<file path="config.mk">
export PLATFORM = sky130hd
export DESIGN_NAME = uart_rx_param
export DESIGN_NICKNAME = d
export VERILOG_FILES = /design/src/rtl/uart_pkg.sv /design/src/rtl/uart_rx_fifo.sv /design/src/rtl/uart_rx_param.sv
export SDC_FILE = /design/constraint.sdc
export NUM_CORES = 1
export LEC_CHECK = 0
export BUFFER_PORTS_ARGS = -buffer_cell sky130_fd_sc_hd__buf_2
export CAP_MARGIN = 20
export CORE_ASPECT_RATIO = 0.7
export CORE_MARGIN = 10
export CORE_UTILIZATION = 39
export CTS_CLUSTER_SIZE = 24
export DETAILED_ROUTE_END_ITERATION = 10
export PLACE_DENSITY = 0.56
export SETUP_SLACK_MARGIN = 0.5
export SLEW_MARGIN = 20
export SYNTH_ARGS = -nofsm -noshare
export SYNTH_HDL_FRONTEND = slang
export SYNTH_SLANG_ARGS = --single-unit
</file>
<file path="constraint.sdc">
create_clock -name clk -period 2.32 [get_ports clk]
set_input_delay 0.232 -clock clk [delete_from_list [all_inputs] [get_ports clk]]
set_output_delay 0.232 -clock clk [all_outputs]
set_load 0.1 [all_outputs]
</file>
<file path="src/rtl/uart_pkg.sv">
// Shared types and helpers for the parametrised UART receiver.
package uart_pkg;

  typedef enum logic [2:0] {
    StIdle,
    StStart,
    StData,
    StParity,
    StStop
  } rx_state_t;

  localparam int unsigned SYNC_STAGES = 2;

  // Counter width for a value range of 0..n-1, never below one bit.
  function automatic int unsigned width_of(input int unsigned n);
    return (n <= 2) ? 1 : $clog2(n);
  endfunction

endpackage

</file>
<file path="src/rtl/uart_rx_fifo.sv">
// First-word-fall-through receive FIFO; a push while full is accepted only alongside a pop.
module uart_rx_fifo #(
  parameter int unsigned WIDTH = 10,
  parameter int unsigned DEPTH = 4
) (
  input  logic             clk,
  input  logic             rst_n,
  input  logic             push_i,
  input  logic             pop_i,
  input  logic [WIDTH-1:0] din_i,
  output logic [WIDTH-1:0] dout_o,
  output logic             empty_o,
  output logic             full_o
);

  localparam int unsigned PtrW = $clog2(DEPTH);
  localparam int unsigned CntW = PtrW + 1;

  logic [WIDTH-1:0] mem_q [DEPTH];
  logic [PtrW-1:0]  wr_ptr_q, rd_ptr_q;
  logic [CntW-1:0]  cnt_q, cnt_d;
  logic             push_ok, pop_ok;

  assign empty_o = (cnt_q == '0);
  assign full_o  = (cnt_q == CntW'(DEPTH));
  assign pop_ok  = pop_i & ~empty_o;
  assign push_ok = push_i & (~full_o | pop_ok);
  assign dout_o  = mem_q[rd_ptr_q];

  always_comb begin
    cnt_d = cnt_q;
    if (push_ok && !pop_ok) begin
      cnt_d = cnt_q + CntW'(1);
    end else if (pop_ok && !push_ok) begin
      cnt_d = cnt_q - CntW'(1);
    end
  end

  always_ff @(posedge clk or negedge rst_n) begin
    if (!rst_n) begin
      for (int i = 0; i < int'(DEPTH); i++) begin
        mem_q[i] <= '0;
      end
      wr_ptr_q <= '0;
      rd_ptr_q <= '0;
      cnt_q    <= '0;
    end else begin
      if (push_ok) begin
        mem_q[wr_ptr_q] <= din_i;
        wr_ptr_q        <= wr_ptr_q + PtrW'(1);
      end
      if (pop_ok) begin
        rd_ptr_q <= rd_ptr_q + PtrW'(1);
      end
      cnt_q <= cnt_d;
    end
  end

endmodule

</file>
<file path="src/rtl/uart_rx_param.sv">
// Parametrised UART receiver: 2-flop synchroniser, mid-bit sampling FSM, per-character
// parity/framing flags and a small receive FIFO with sticky overrun.
module uart_rx_param
  import uart_pkg::*;
#(
  parameter int unsigned CLKS_PER_BIT = 868,
  parameter int unsigned DATA_BITS    = 8,
  parameter int unsigned PARITY_EN    = 0,
  parameter int unsigned PARITY_ODD   = 0,
  parameter int unsigned STOP_BITS    = 1,
  parameter int unsigned FIFO_DEPTH   = 4
) (
  input  logic                 clk,
  input  logic                 rst_n,
  input  logic                 rx_i,
  input  logic                 clr_rdy_i,
  input  logic                 clr_ovr_i,
  output logic [DATA_BITS-1:0] rx_data_o,
  output logic                 parity_err_o,
  output logic                 frame_err_o,
  output logic                 rdy_o,
  output logic                 overrun_o,
  output logic                 busy_o
);

  localparam int unsigned CntW = width_of(CLKS_PER_BIT);
  localparam int unsigned IdxW = width_of(DATA_BITS);
  localparam int unsigned EntW = DATA_BITS + 2;

  localparam logic [CntW-1:0] CntLast = CntW'(CLKS_PER_BIT - 1);
  localparam logic [CntW-1:0] CntMid  = CntW'(CLKS_PER_BIT / 2 - 1);
  localparam logic [IdxW-1:0] IdxLast = IdxW'(DATA_BITS - 1);
  localparam logic            StopLast = 1'(STOP_BITS - 1);
  localparam logic            ParOdd   = 1'(PARITY_ODD);

  logic [SYNC_STAGES-1:0] sync_q;
  logic                   rx_s;

  rx_state_t              state_q, state_d;
  logic [CntW-1:0]        cnt_q, cnt_d;
  logic [IdxW-1:0]        idx_q, idx_d;
  logic                   stop_q, stop_d;
  logic [DATA_BITS-1:0]   shreg_q, shreg_d;
  logic                   perr_q, perr_d;
  logic                   ferr_q, ferr_d;
  logic                   ovr_q, ovr_d;

  logic                   bit_tick;
  logic                   push;
  logic [EntW-1:0]        push_entry;
  logic [EntW-1:0]        head;
  logic                   fifo_empty, fifo_full;

  // Synchroniser resets to idle-high so reset can never look like a start bit.
  always_ff @(posedge clk or negedge rst_n) begin
    if (!rst_n) begin
      sync_q <= '1;
    end else begin
      sync_q <= {sync_q[SYNC_STAGES-2:0], rx_i};
    end
  end

  assign rx_s     = sync_q[SYNC_STAGES-1];
  assign bit_tick = (cnt_q == CntLast);

  always_comb begin
    state_d    = state_q;
    cnt_d      = bit_tick ? '0 : cnt_q + CntW'(1);
    idx_d      = idx_q;
    stop_d     = stop_q;
    shreg_d    = shreg_q;
    perr_d     = perr_q;
    ferr_d     = ferr_q;
    push       = 1'b0;
    unique case (state_q)
      StIdle: begin
        cnt_d  = '0;
        idx_d  = '0;
        stop_d = 1'b0;
        perr_d = 1'b0;
        ferr_d = 1'b0;
        if (!rx_s) begin
          state_d = StStart;
        end
      end
      StStart: begin
        // Half-bit offset here puts every later sample mid-bit.
        if (cnt_q == CntMid) begin
          cnt_d   = '0;
          state_d = rx_s ? StIdle : StData;
        end
      end
      StData: begin
        if (bit_tick) begin
          shreg_d = {rx_s, shreg_q[DATA_BITS-1:1]};
          if (idx_q == IdxLast) begin
            state_d = (PARITY_EN != 0) ? StParity : StStop;
          end else begin
            idx_d = idx_q + IdxW'(1);
          end
        end
      end
      StParity: begin
        if (bit_tick) begin
          perr_d  = (^shreg_q) ^ rx_s ^ ParOdd;
          state_d = StStop;
        end
      end
      StStop: begin
        if (bit_tick) begin
          ferr_d = ferr_q | ~rx_s;
          if (stop_q == StopLast) begin
            push    = 1'b1;
            state_d = StIdle;
          end else begin
            stop_d = 1'b1;
          end
        end
      end
      default: state_d = StIdle;
    endcase
    push_entry = {perr_q, ferr_d, shreg_q};
  end

  // A push into a full FIFO is only lost when no pop frees a slot that cycle.
  always_comb begin
    ovr_d = ovr_q;
    if (push && fifo_full && !clr_rdy_i) begin
      ovr_d = 1'b1;
    end else if (clr_ovr_i) begin
      ovr_d = 1'b0;
    end
  end

  always_ff @(posedge clk or negedge rst_n) begin
    if (!rst_n) begin
      state_q <= StIdle;
      cnt_q   <= '0;
      idx_q   <= '0;
      stop_q  <= 1'b0;
      shreg_q <= '0;
      perr_q  <= 1'b0;
      ferr_q  <= 1'b0;
      ovr_q   <= 1'b0;
    end else begin
      state_q <= state_d;
      cnt_q   <= cnt_d;
      idx_q   <= idx_d;
      stop_q  <= stop_d;
      shreg_q <= shreg_d;
      perr_q  <= perr_d;
      ferr_q  <= ferr_d;
      ovr_q   <= ovr_d;
    end
  end

  uart_rx_fifo #(
    .WIDTH (EntW),
    .DEPTH (FIFO_DEPTH)
  ) u_fifo (
    .clk     (clk),
    .rst_n   (rst_n),
    .push_i  (push),
    .pop_i   (clr_rdy_i),
    .din_i   (push_entry),
    .dout_o  (head),
    .empty_o (fifo_empty),
    .full_o  (fifo_full)
  );

  assign {parity_err_o, frame_err_o, rx_data_o} = head;
  assign rdy_o     = ~fifo_empty;
  assign overrun_o = ovr_q;
  assign busy_o    = (state_q != StIdle);

endmodule

</file>
# Word-level counts from Yosys, hierarchy flattened
# Cells that the tools add are included.
[classes] eq_ne=16 bitwise=10 reduce_logical=22 muxes=35 addsub=6 n_lt_le_gt_ge=3
[ops] op="10-bit 2-to-1 mux" count=5
[ops] op="40-bit bitwise mux" count=1
[ops] op="3-bit 2-to-1 mux" count=11
[ops] op="10-bit binary-select mux with 2-bit select" count=1
[ops] op="10-bit demux with 2-bit select" count=1
[ops] op="10-bit one-hot mux with 2 select lines" count=1
[ops] op="2-bit != test, second input constant" count=8
[ops] op="3-bit one-hot mux with 5 select lines" count=1
[ops] op="10-bit by 1-bit adder with 10-bit output, second input constant" count=1
[ops] op="10-bit == test, second input constant" count=1
[ops] op="10-bit by 9-bit == test with 1-bit output, second input constant" count=1
[ops] op="2-bit nonzero test" count=5
[ops] op="3-bit == test, second input constant" count=3
[ops] op="1-bit 2-to-1 mux" count=9
[ops] op="8-bit XOR reduction" count=1
[ops] op="7-bit AND reduction" count=1
[ops] op="3-bit by 1-bit adder with 3-bit output, second input constant" count=2
[ops] op="3-bit by 2-bit == test with 1-bit output, second input constant" count=2
[ops] op="3-bit greater-or-equal comparator, second input constant" count=2
[ops] op="3-bit zero test" count=2
[ops] op="2-bit NOT with 3-bit output" count=2
[ops] op="1-bit one-hot mux with 2 select lines" count=3
[ops] op="3-bit one-hot mux with 2 select lines" count=1
[ops] op="2-bit AND reduction" count=3
[ops] op="13 further kinds" count=24
[word_totals] regBits=77 output_inout_bits=13 inputBits=5 wordCells=108

# Logic depth before layout (Yosys ltp)
# Gate-level depths: netlist of run 1.
[logic_depth] word_depth=9 depth_mapped=12 mapped_depth_nobuf=11

# By module
# From an unflattened synthesis of run 1, not the netlist that was laid out.
[hier_totals] cells_unflattened=258 hier_area_um2=3642.2
[by_module_without_submodules] mod="uart_rx_fifo" instances=1 cells_each=131 area_each_um2=2129.5 seq_area_each_um2=1176.1
[by_module_without_submodules] mod="uart_rx_param" instances=1 cells_each=127 area_each_um2=1512.7 seq_area_each_um2=753.2

# Least setup slack after synthesis of run 1
# OpenSTA, ideal clock, no wires.
[synth_timing] path_kind="register -> register" from="reg u_fifo.cnt_q[0]" to="reg u_fifo.cnt_q[2]" arrival_ps=2453 setup_ps=79 required_ps=2241 stages_incl_launch_ff=9 path_slack_ps=-212 synth_period_minus_slack_ps=2532 path_buffers=0 cell_sequence="dfrtp_1 > or3_1 > nand2_1 > ha_1 > inv_1 > fa_1 > xor2_1 > nor2_1 > xor2_1"
[synth_between] elab_chain_len=8 word_cells_on_any_way=16 classes_between="add/sub (2); eq/ne (1); mux (2); bitwise (5); reduce/logical (6)"
[synth_lines] item="start, declared" line="uart_rx_fifo.sv:21" source="logic [CntW-1:0] cnt_q, cnt_d;"
[synth_lines] item="start signal, assigned" line="uart_rx_fifo.sv:55" source="cnt_q <= cnt_d;"
[synth_lines] item="3-bit zero test *" line="uart_rx_fifo.sv:24" source="assign empty_o = (cnt_q == '0);"
[synth_lines] item="1-bit NOT *"
[synth_lines] item="net rdy_o" line="uart_rx_param.sv:21" source="output logic rdy_o,"
[synth_lines] item="1-bit AND *" line="uart_rx_fifo.sv:26" source="assign pop_ok = pop_i & ~empty_o;"
[synth_lines] item="1-bit bitwise OR" line="uart_rx_fifo.sv:27" source="assign push_ok = push_i & (~full_o | pop_ok);"
[synth_lines] item="1-bit AND" line="uart_rx_fifo.sv:27"
[synth_lines] item="1-bit zero test" line="uart_rx_fifo.sv:34" source="end else if (pop_ok && !push_ok) begin"
[synth_lines] item="1-bit logical AND" line="uart_rx_fifo.sv:34"
[synth_lines] item="2-bit nonzero test (no line)"
# The timed path passes the listed nets; every way through them passes the cells marked *. The select of a mux whose other input is x is not followed.
# A chain may end at the register's enable or synchronous reset.

# Final worst setup path of run 1
[layout_timing] from="reg u_fifo.cnt_q[0]" to="reg u_fifo.cnt_q[2]"
[layout_between] elab_chain_len=8 word_cells_on_any_way=16 classes_between="add/sub (2); eq/ne (1); mux (2); bitwise (5); reduce/logical (6)"
[layout_lines] item="3-bit zero test" line="uart_rx_fifo.sv:24"
[layout_lines] item="1-bit NOT" line="uart_rx_fifo.sv:26"
[layout_lines] item="1-bit AND" line="uart_rx_fifo.sv:26"
[layout_lines] item="1-bit bitwise OR" line="uart_rx_fifo.sv:27"
[layout_lines] item="1-bit AND" line="uart_rx_fifo.sv:27"
[layout_lines] item="1-bit zero test" line="uart_rx_fifo.sv:34"
[layout_lines] item="1-bit logical AND" line="uart_rx_fifo.sv:34"
[layout_lines] item="2-bit nonzero test (no line)"
# Several ways; a longest one is shown, not always the timed one. The select of a mux whose other input is x is not followed.

==> results by group, run 1 <==
Min path
  • Min-Delay Path Class: primary input to register

Floorplan
  • Die extent in y: slightly above 100 µm
  • Core ar.: 9140 µm²
  • Row cnt: 29
  • Die span in x: 136 µm
  • IO Pins: 18
  • Die area: 13800 µm²
  • Starting Density: 40.5%

Place
  • Post-DP HPWL: ~4.7 mm
  • I/O Buffers: 17
  • Final Wtd Congestion: 0.761
  • Placed Cells: about 410

Power and ir drop
  • Sw Share: 19.6%
  • Int Pwr: 2270 µW
  • Worst IR Drop VDD: 0.387 mV
  • P_leak: 0.00225 µW
  • Clock power share: 50.9%
  • Total power: 2820 µW
  • Register share of total power: 47.8%
  • Pwr Density: about 610 nW/µm²
  • Logic gate share of total power: between 1 and 1.5%
  • P_sw: 554 µW

Finish
  • Fin cells: 441
  • Area grow syn2layout: 25.8%
  • Final core utilization: around 51%
  • ANT cells: 0
  • Share of cells above drive strength 1: 48.6%
  • Nets: around 330

Clock tree
  • Clock sinks: 77
  • Longest Clk Path Bufs: 2
  • CTS tree: built
  • H-tree depth: 3
  • Root Driver: clkbuf_16
  • Clock slew at reported path FFs: 0.05 ns
  • CTS Buf Count: 9
  • Worst-skew pair later-pin latency: 0.34 ns

Detailed routing
  • Final antenna-violating net count: 0
  • Vias per cell: 5.08
  • Via count: about 2200
  • Drc violations: 0
  • Initial DRC Count: about 70
  • Routed WL: about 7.4 mm
  • First-pass iteration count of the detailed router: 4
  • Avg WL per Cell: 16.8 µm

Timing
  • Clock Skew: 0.00421 ns
  • Fin Setup TNS: 0 ns
  • Final setup vio count: 0
  • Final Hold Vio Count: 0
  • F_max: 473 MHz
  • Period utilisation layout: 91.2%
  • Minimum clock period: 2.12 ns
  • Unrepaired setup endpoints after global routing: yes
  • Worst slew margin: 67.1%
  • Worst Tran Pin Value: 0.498 ns
  • Max-slew violations: 0
  • Final hold slack: 0.236 ns

Global routing
  • Initial antenna violation count: 0
  • Vias in the first global route: 2240
  • Maximum number of pins on one net before global-route repair: around 80
  • GRT Total Usage: 11.7%
  • First-pass GRT wire length: 12.2 mm
  • Grt total ovfl: 0

Worst setup path
  • Crit path max fanout: 4
  • Worst EP arrival: approximately 2.4 ns
  • Crit. End Element: register
  • Critical Path RT: 2.58 ns
  • WS Path Type: register to register
  • Critical Path Max Stage Delay: approximately 0.54 ns
  • Worst path bufs/invs: 1
  • CP cell instances: or3_2, nand2_2, ha_4, inv_2, fa_2, xor2_1, nor2_1, xor2_1
  • Worst path top cell family by delay: simple AND/OR/NAND/NOR gates
  • CP max-delay cell: or3_2
  • Setup crit start kind: register
  • Most used cell, CP: xor2_1

Synth
  • Mapped Nets: approximately 280
  • Largest area contributor in the netlist: dfrtp_1
  • Number of synthesized flops with an enable pin: 0
  • Largest cells by area after synthesis: dfrtp_1 51%, mux2_2 12%, mux4_2 6.1%
  • Sequential area share after synthesis: 52.1%
  • Cells after Synth: 260
  • Register bit count reported by yosys: 77
  • Synth Area per Inst: around 14 µm²
  • Distinct cells, synth: 47
  • Commonest cells post-synth: 75 x dfrtp_1, 41 x mux2_2, 14 x nor2_1
  • Synth warn: 0
  • Async SR Flop Fraction: 100%
  • Most frequent cell after synthesis: dfrtp_1
  • Post-Syn Area: 3700 µm²
  • Post-synth top area share: 50.7%
  • Ys flop type: dfrtp_1

Flow run
  • Max Cap Violations: 0

Status
  • Status: finished clean
==> path summary, 6_finish.rpt <==
kind,start,to,slack [ns],cells after the start
min in group asynchronous,rst_n,idx_q[0],0.45,3
max in group asynchronous,rst_n,sync_q[0],1.50,3
worst min-delay path,clr_rdy_i,u_fifo.rd_ptr_q[1],0.24,3
worst max register to register,u_fifo.cnt_q[0],u_fifo.cnt_q[2],0.20,8
worst max-delay path,u_fifo.cnt_q[0],u_fifo.cnt_q[2],0.20,8
worst min register to register,sync_q[0],sync_q[1],0.35,0
==> worst reg2reg max path: cells and delay by family, from the launching register on <==
family                     cells  cell delay [ns]
and+or+nand+nor                3             0.79
adders and majority gates      2             0.47
DFF                            1             0.45
xor gates and xnor gates       2             0.28
buffers and inverters          1             0.03
==> power groups by stage <==
stage               Combinational (µW)  Clock (µW)  Sequential (µW)
floorplan                         1.63           0             1370
global placement                  38.2           0             1370
detailed placement                37.9           0             1370
CTS                               41.4        1480             1350
global route                      45.8        1540             1350
finish                            38.6        1440             1350
==> cells in the final DEF (no fill, tap or decap), types with 3 or more instances in the layout <==
master	netlist	final
clkinv_2	0	3
nor2b_1	4	4
nand4_1	4	4
buf_2	1	4
inv_1	8	6
and3_1	4	3
xor2_1	8	8
clkbuf_16	0	9
xnor2_1	12	12
mux2_2	41	39
dfrtp_1	75	72
nand3_4	3	6
ha_1	9	7
buf_6	3	17
o21ai_0	5	4
mux2_4	10	12
nand3_1	6	5
mux4_2	10	10
nor2_1	14	14
a21oi_1	3	3
clkbuf_8	1	3
buf_4	0	21
dfrtp_2	0	3
==> per-stage QoR <==
step           area [µm²]  setup slack, ns
2_1_floorplan        3720           -0.126
3_3_place_gp         4010           -0.109
3_5_place_dp         4010           -0.135
4_1_cts              4550            0.193
5_1_grt              4660           0.0853
6_report             4660            0.204
==> layer usage <==
layer | GRT usage, % | vias up | part of all wire [%]
met2 | 15.7 | 35 | 43
li1 | - | 1056 | -
met5 | 0 | - | 0
met3 | 3.91 | 10 | 4.1
met1 | 16.4 | 1140 | 51
met4 | 5.63 | 0 | 1.9
==> kinds of logic after synthesis <==
logic type | synth area share (%)
AOI/OAI and AO/OA | 3.25
xor gates and xnor gates | 5.34
adders and majority gates | 3.58
buffers and inverters | 2.54
DFF | 52.1
muxes | 22.6
and+or+nand+nor | 10.5
==> sequential cells by signal (all words and copies together) (netlist names) <==
name / flops
cnt_q: 10
ferr_q: 1
idx_q: 3
overrun_o: 1
perr_q: 1
shreg_q: 8
state_q: 3
stop_q: 1
sync_q: 2
u_fifo.cnt_q: 3
u_fifo.mem_q: 40
u_fifo.rd_ptr_q: 2
u_fifo.wr_ptr_q: 2
==> repair_timing <==
action | CTS | global route
hold buffers | 2 | 0
cloned | 3 | 0
buffers inserted | 6 | 8
pin swaps | 9 | 2
resized for setup | 35 | 14
setup endpoints to repair | 66 | 65
endpoints found under the hold margin | 76 | 0
==> cell type report <==
cell class                      count  area, µm²
Timing Repair Buffer               46        429
Inverter                            8       30.0
Multi-Input combinational cell    170       1800
Fill cell                         800       4490
Clock inverter                      4       45.0
Clock buffer                       12        267
Tap cell                          124        155
Sequential cell                    77       1930
Power figures use the tool's default switching activity.
==> run 2: changes to the inputs <==
Settings changed: ABC_AREA set to 1, CTS_CLUSTER_DIAMETER set to 50, SYNTH_HIERARCHICAL set to 1.
==> run 2 against run 1 <==
- via count rose by 56%
- worst setup slack gained 0.024 ns
- cell area grew 17%
- clock skew up 0.0031 ns
- cell count rose by 54%
- sequential share of layout area down 6.0 points
- highest routed layer unchanged
==> results by group, run 2 <==
Synth
  • Synth warn: 6 (was 0)
  • Commonest cells post-synth: 146 x nand2_1, 75 x dfrtp_1, 44 x nand4_1, 44 x nor2_1, 36 x inv_1 (was 75 x dfrtp_1, 41 x mux2_2, 14 x nor2_1)
  • Number of synthesized flops with an enable pin: 0 (unchanged)
  • Sequential area share after synthesis: 47.4% (was 52.1%)
  • Mapped Nets: 503 (was 275)
  • Register bit count reported by yosys: 77 (unchanged)
  • Ys flop type: dfrtp_1 (unchanged)
  • Synth Area per Inst: 8.34 µm² (was 14.2 µm²)
  • Cells after Synth: 488 (was 260)
  • Post-Syn Area: 4070 µm² (was 3700 µm²)
  • Largest cells by area after synthesis: dfrtp_1 46%, nand2_1 13%, nand4_1 6.8% (was dfrtp_1 51%, mux2_2 12%, mux4_2 6.1%)
  • Post-synth top area share: 46.1% (was 50.7%)
  • Distinct cells, synth: 36 (was 47)
  • Async SR Flop Fraction: 100% (unchanged)
  • Largest area contributor in the netlist: dfrtp_1 (unchanged)
  • Most frequent cell after synthesis: nand2_1 (was dfrtp_1)

Clock tree
  • Clock sinks: 77 (unchanged)
  • Worst-skew pair later-pin latency: 0.34 ns (about the same)
  • CTS Buf Count: 9 (unchanged)
  • Longest Clk Path Bufs: 2 (unchanged)
  • CTS tree: built (unchanged)
  • H-tree depth: 3 (unchanged)
  • Root Driver: clkbuf_16 (unchanged)
  • Clock slew at reported path FFs: 0.06 ns (was 0.05 ns)

Status
  • Status: finished clean (unchanged)

Timing
  • Final Hold Vio Count: 0 (unchanged)
  • Minimum clock period: 2.09 ns (was 2.12 ns)
  • Worst Tran Pin Value: 0.504 ns (was 0.498 ns)
  • Max-slew violations: 0 (unchanged)
  • F_max: 478 MHz (was 473 MHz)
  • Worst slew margin: 66.4% (was 67.1%)
  • Unrepaired setup endpoints after global routing: yes (unchanged)
  • PnR worst setup slack: 0.228 ns (was 0.204 ns)
  • Final setup vio count: 0 (unchanged)
  • Clock Skew: 0.00727 ns (was 0.00421 ns)
  • Period utilisation layout: 90.2% (was 91.2%)
  • Fin Setup TNS: 0 ns (unchanged)

Place
  • Pre-CTS setup slack: 0.104 ns (was -0.135 ns)
  • I/O Buffers: 17 (unchanged)
  • Post-DP HPWL: 6.86 mm (was 4.69 mm)
  • Final Wtd Congestion: 0.796 (was 0.761)
  • Placed Cells: 638 (was 406)

Detailed routing
  • Top routing layer in use: met4 (unchanged)
  • Met3 WL post-DR: 751 µm (was 305 µm)
  • Avg WL per Cell: 15.7 µm (was 16.8 µm)
  • Final antenna-violating net count: 0 (unchanged)
  • Vias per cell: 5.16 (was 5.08)
  • First-pass iteration count of the detailed router: 4 (unchanged)
  • Drc violations: 0 (unchanged)
  • M1 WL: 5.08 mm (was 3.76 mm)
  • Initial DRC Count: 188 (was 72)
  • Routed WL: 10.7 mm (was 7.42 mm)
  • Metal2 WL: 4.72 mm (was 3.21 mm)
  • Via count: 3504 (was 2241)

Floorplan
  • Die span in x: 142 µm (was 136 µm)
  • IO Pins: 18 (unchanged)
  • Core ar.: 10300 µm² (was 9140 µm²)
  • Die extent in y: 105 µm (was 102 µm)
  • Die area: 15000 µm² (was 13800 µm²)
  • Starting Density: 39.6% (was 40.5%)
  • Row cnt: 31 (was 29)

Global routing
  • Maximum number of pins on one net before global-route repair: 47 (was 78)
  • First-pass GRT wire length: 16.9 mm (was 12.2 mm)
  • GRT Total Usage: 13.9% (was 11.7%)
  • Vias in the first global route: 3261 (was 2240)
  • Initial antenna violation count: 0 (unchanged)
  • Grt total ovfl: 0 (unchanged)

Worst setup path
  • Crit. End Element: register (unchanged)
  • Worst path bufs/invs: 2 (was 1)
  • Crit path max fanout: 3 (was 4)
  • Worst EP arrival: 2.31 ns (was 2.38 ns)
  • Critical Path RT: 2.54 ns (was 2.58 ns)
  • Setup crit start kind: register (unchanged)
  • Most used cell, CP: nand2_4 (was xor2_1)
  • Worst path top cell family by delay: simple AND/OR/NAND/NOR gates (unchanged)
  • Critical Path Max Stage Delay: 0.41 ns (was 0.54 ns)
  • CP max-delay cell: dfrtp_1 (was or3_2)
  • WS Path Type: register to register (unchanged)
  • CP cell instances: nor2_4, nand2_4, nor2_8, nand2_4, nor3_4, nand2_4, inv_4, ha_4, inv_2, fa_2, mux2_2 (was or3_2, nand2_2, ha_4, inv_2, fa_2, xor2_1, nor2_1, xor2_1)

Finish
  • Share of cells above drive strength 1: 33.5% (was 48.6%)
  • Fill cell count: 916 (was 800)
  • Nets: 558 (was 327)
  • Most flops, register: u_fifo/mem_q (was u_fifo.mem_q)
  • Biggest regs: u_fifo/mem_q (40), cnt_q (10), shreg_q (8) (was u_fifo.mem_q (40), cnt_q (10), shreg_q (8))
  • Area grow syn2layout: 33.6% (was 25.8%)
  • Most common cell after layout, fill and taps aside: nand2_1 (was dfrtp_1)
  • ANT cells: 0 (unchanged)
  • Fin cells: 679 (was 441)
  • Most frequent cells in the layout: 105 x nand2_1, 72 x dfrtp_1, 44 x nand4_1, 43 x nor2_1, 42 x nand2_2 (was 72 x dfrtp_1, 39 x mux2_2, 21 x buf_4, 17 x buf_6, 14 x nor2_1)
  • Largest register FFs: 40 (unchanged)

Flow run
  • Max Cap Violations: 0 (unchanged)

Power and ir drop
  • Worst IR Drop VDD: 0.688 mV (was 0.387 mV)
  • Pwr Density: 995 nW/µm² (was 607 nW/µm²)
  • P_leak: 0.00260 µW (was 0.00225 µW)

Min path
  • Min-Delay Path Class: primary input to register (unchanged)
## run 2: cells by family (layout without fill, tap and decap cells)
| family | count (synthesis) | after routing | share of synthesized area, % |
|---|---|---|---|
| compound gates | 52 | 52 | 7.59 |
| xor+xnor | 7 | 7 | 1.51 |
| fa+ha+maj | 10 | 10 | 3.26 |
| buf+inv | 61 | 120 | 6.76 |
| flops | 77 | 77 | 47.4 |
| mux | 1 | 1 | 0.277 |
| simple gates | 280 | 280 | 33.2 |
## run 2: final timing paths
check                      cells after the start  slack [ns]          endpoint      start
max in group asynchronous                      3        1.28  u_fifo/mem_q[39]      rst_n
setup reg to reg                              11        0.23   u_fifo/cnt_q[1]   cnt_q[3]
setup / recovery                              11        0.23   u_fifo/cnt_q[1]   cnt_q[3]
min in group asynchronous                      2        0.41  u_fifo/mem_q[26]      rst_n
hold reg to reg                                0        0.35         sync_q[1]  sync_q[0]
hold / removal                                 2        0.07         overrun_o  clr_ovr_i
## run 2: per-layer routing
metal / vias up / track usage [%]
met3: 9 / 3.68
met1: 1683 / 19.7
met4: 0 / 4.51
met5: - / 0
met2: 88 / 19.9
li1: 1724 / -
## run 2: cell type report
type                            instances  area (µm²)  area share [%]
Tap cell                              132         165            3.04
Clock buffer                           11         243            4.46
Inverter                               42         163            2.99
Multi-Input combinational cell        350        2210            40.6
Sequential cell                        77        1930            35.5
Timing Repair Buffer                   63         654            12.0
Clock inverter                          4        72.6            1.33
## run 2: repair_timing
action,CTS,global route
buffers inserted,11,9
cloned,0,4
resized for setup,35,79
pin swaps,6,1
endpoints found under the hold margin,31,0
endpoints found under the setup margin,54,53
hold buffers,2,0
## run 2: report_power, final
group          switching [µW]  internal (µW)  leakage [µW]
Combinational            1660            764       0.00141
Sequential               76.5           1400       0.00104
Clock                     546            964      0.000152
Total                    2290           3120       0.00260
## run 2: through the flow
| stage | util, % | total power (µW) | area [µm²] | hold WS, ns |
|---|---|---|---|---|
| 2_1_floorplan | - | 3240 | 4230 | -0.0636 |
| 3_3_place_gp | 44.1 | 3600 | 4530 | 0.227 |
| 3_5_place_dp | 44.1 | 3620 | 4530 | 0.219 |
| 4_1_cts | 49.0 | 5340 | 5030 | 0.0604 |
| 5_1_grt | 52.9 | 5630 | 5440 | 0.0606 |
| 6_report | 52.9 | 5410 | 5440 | 0.0698 |
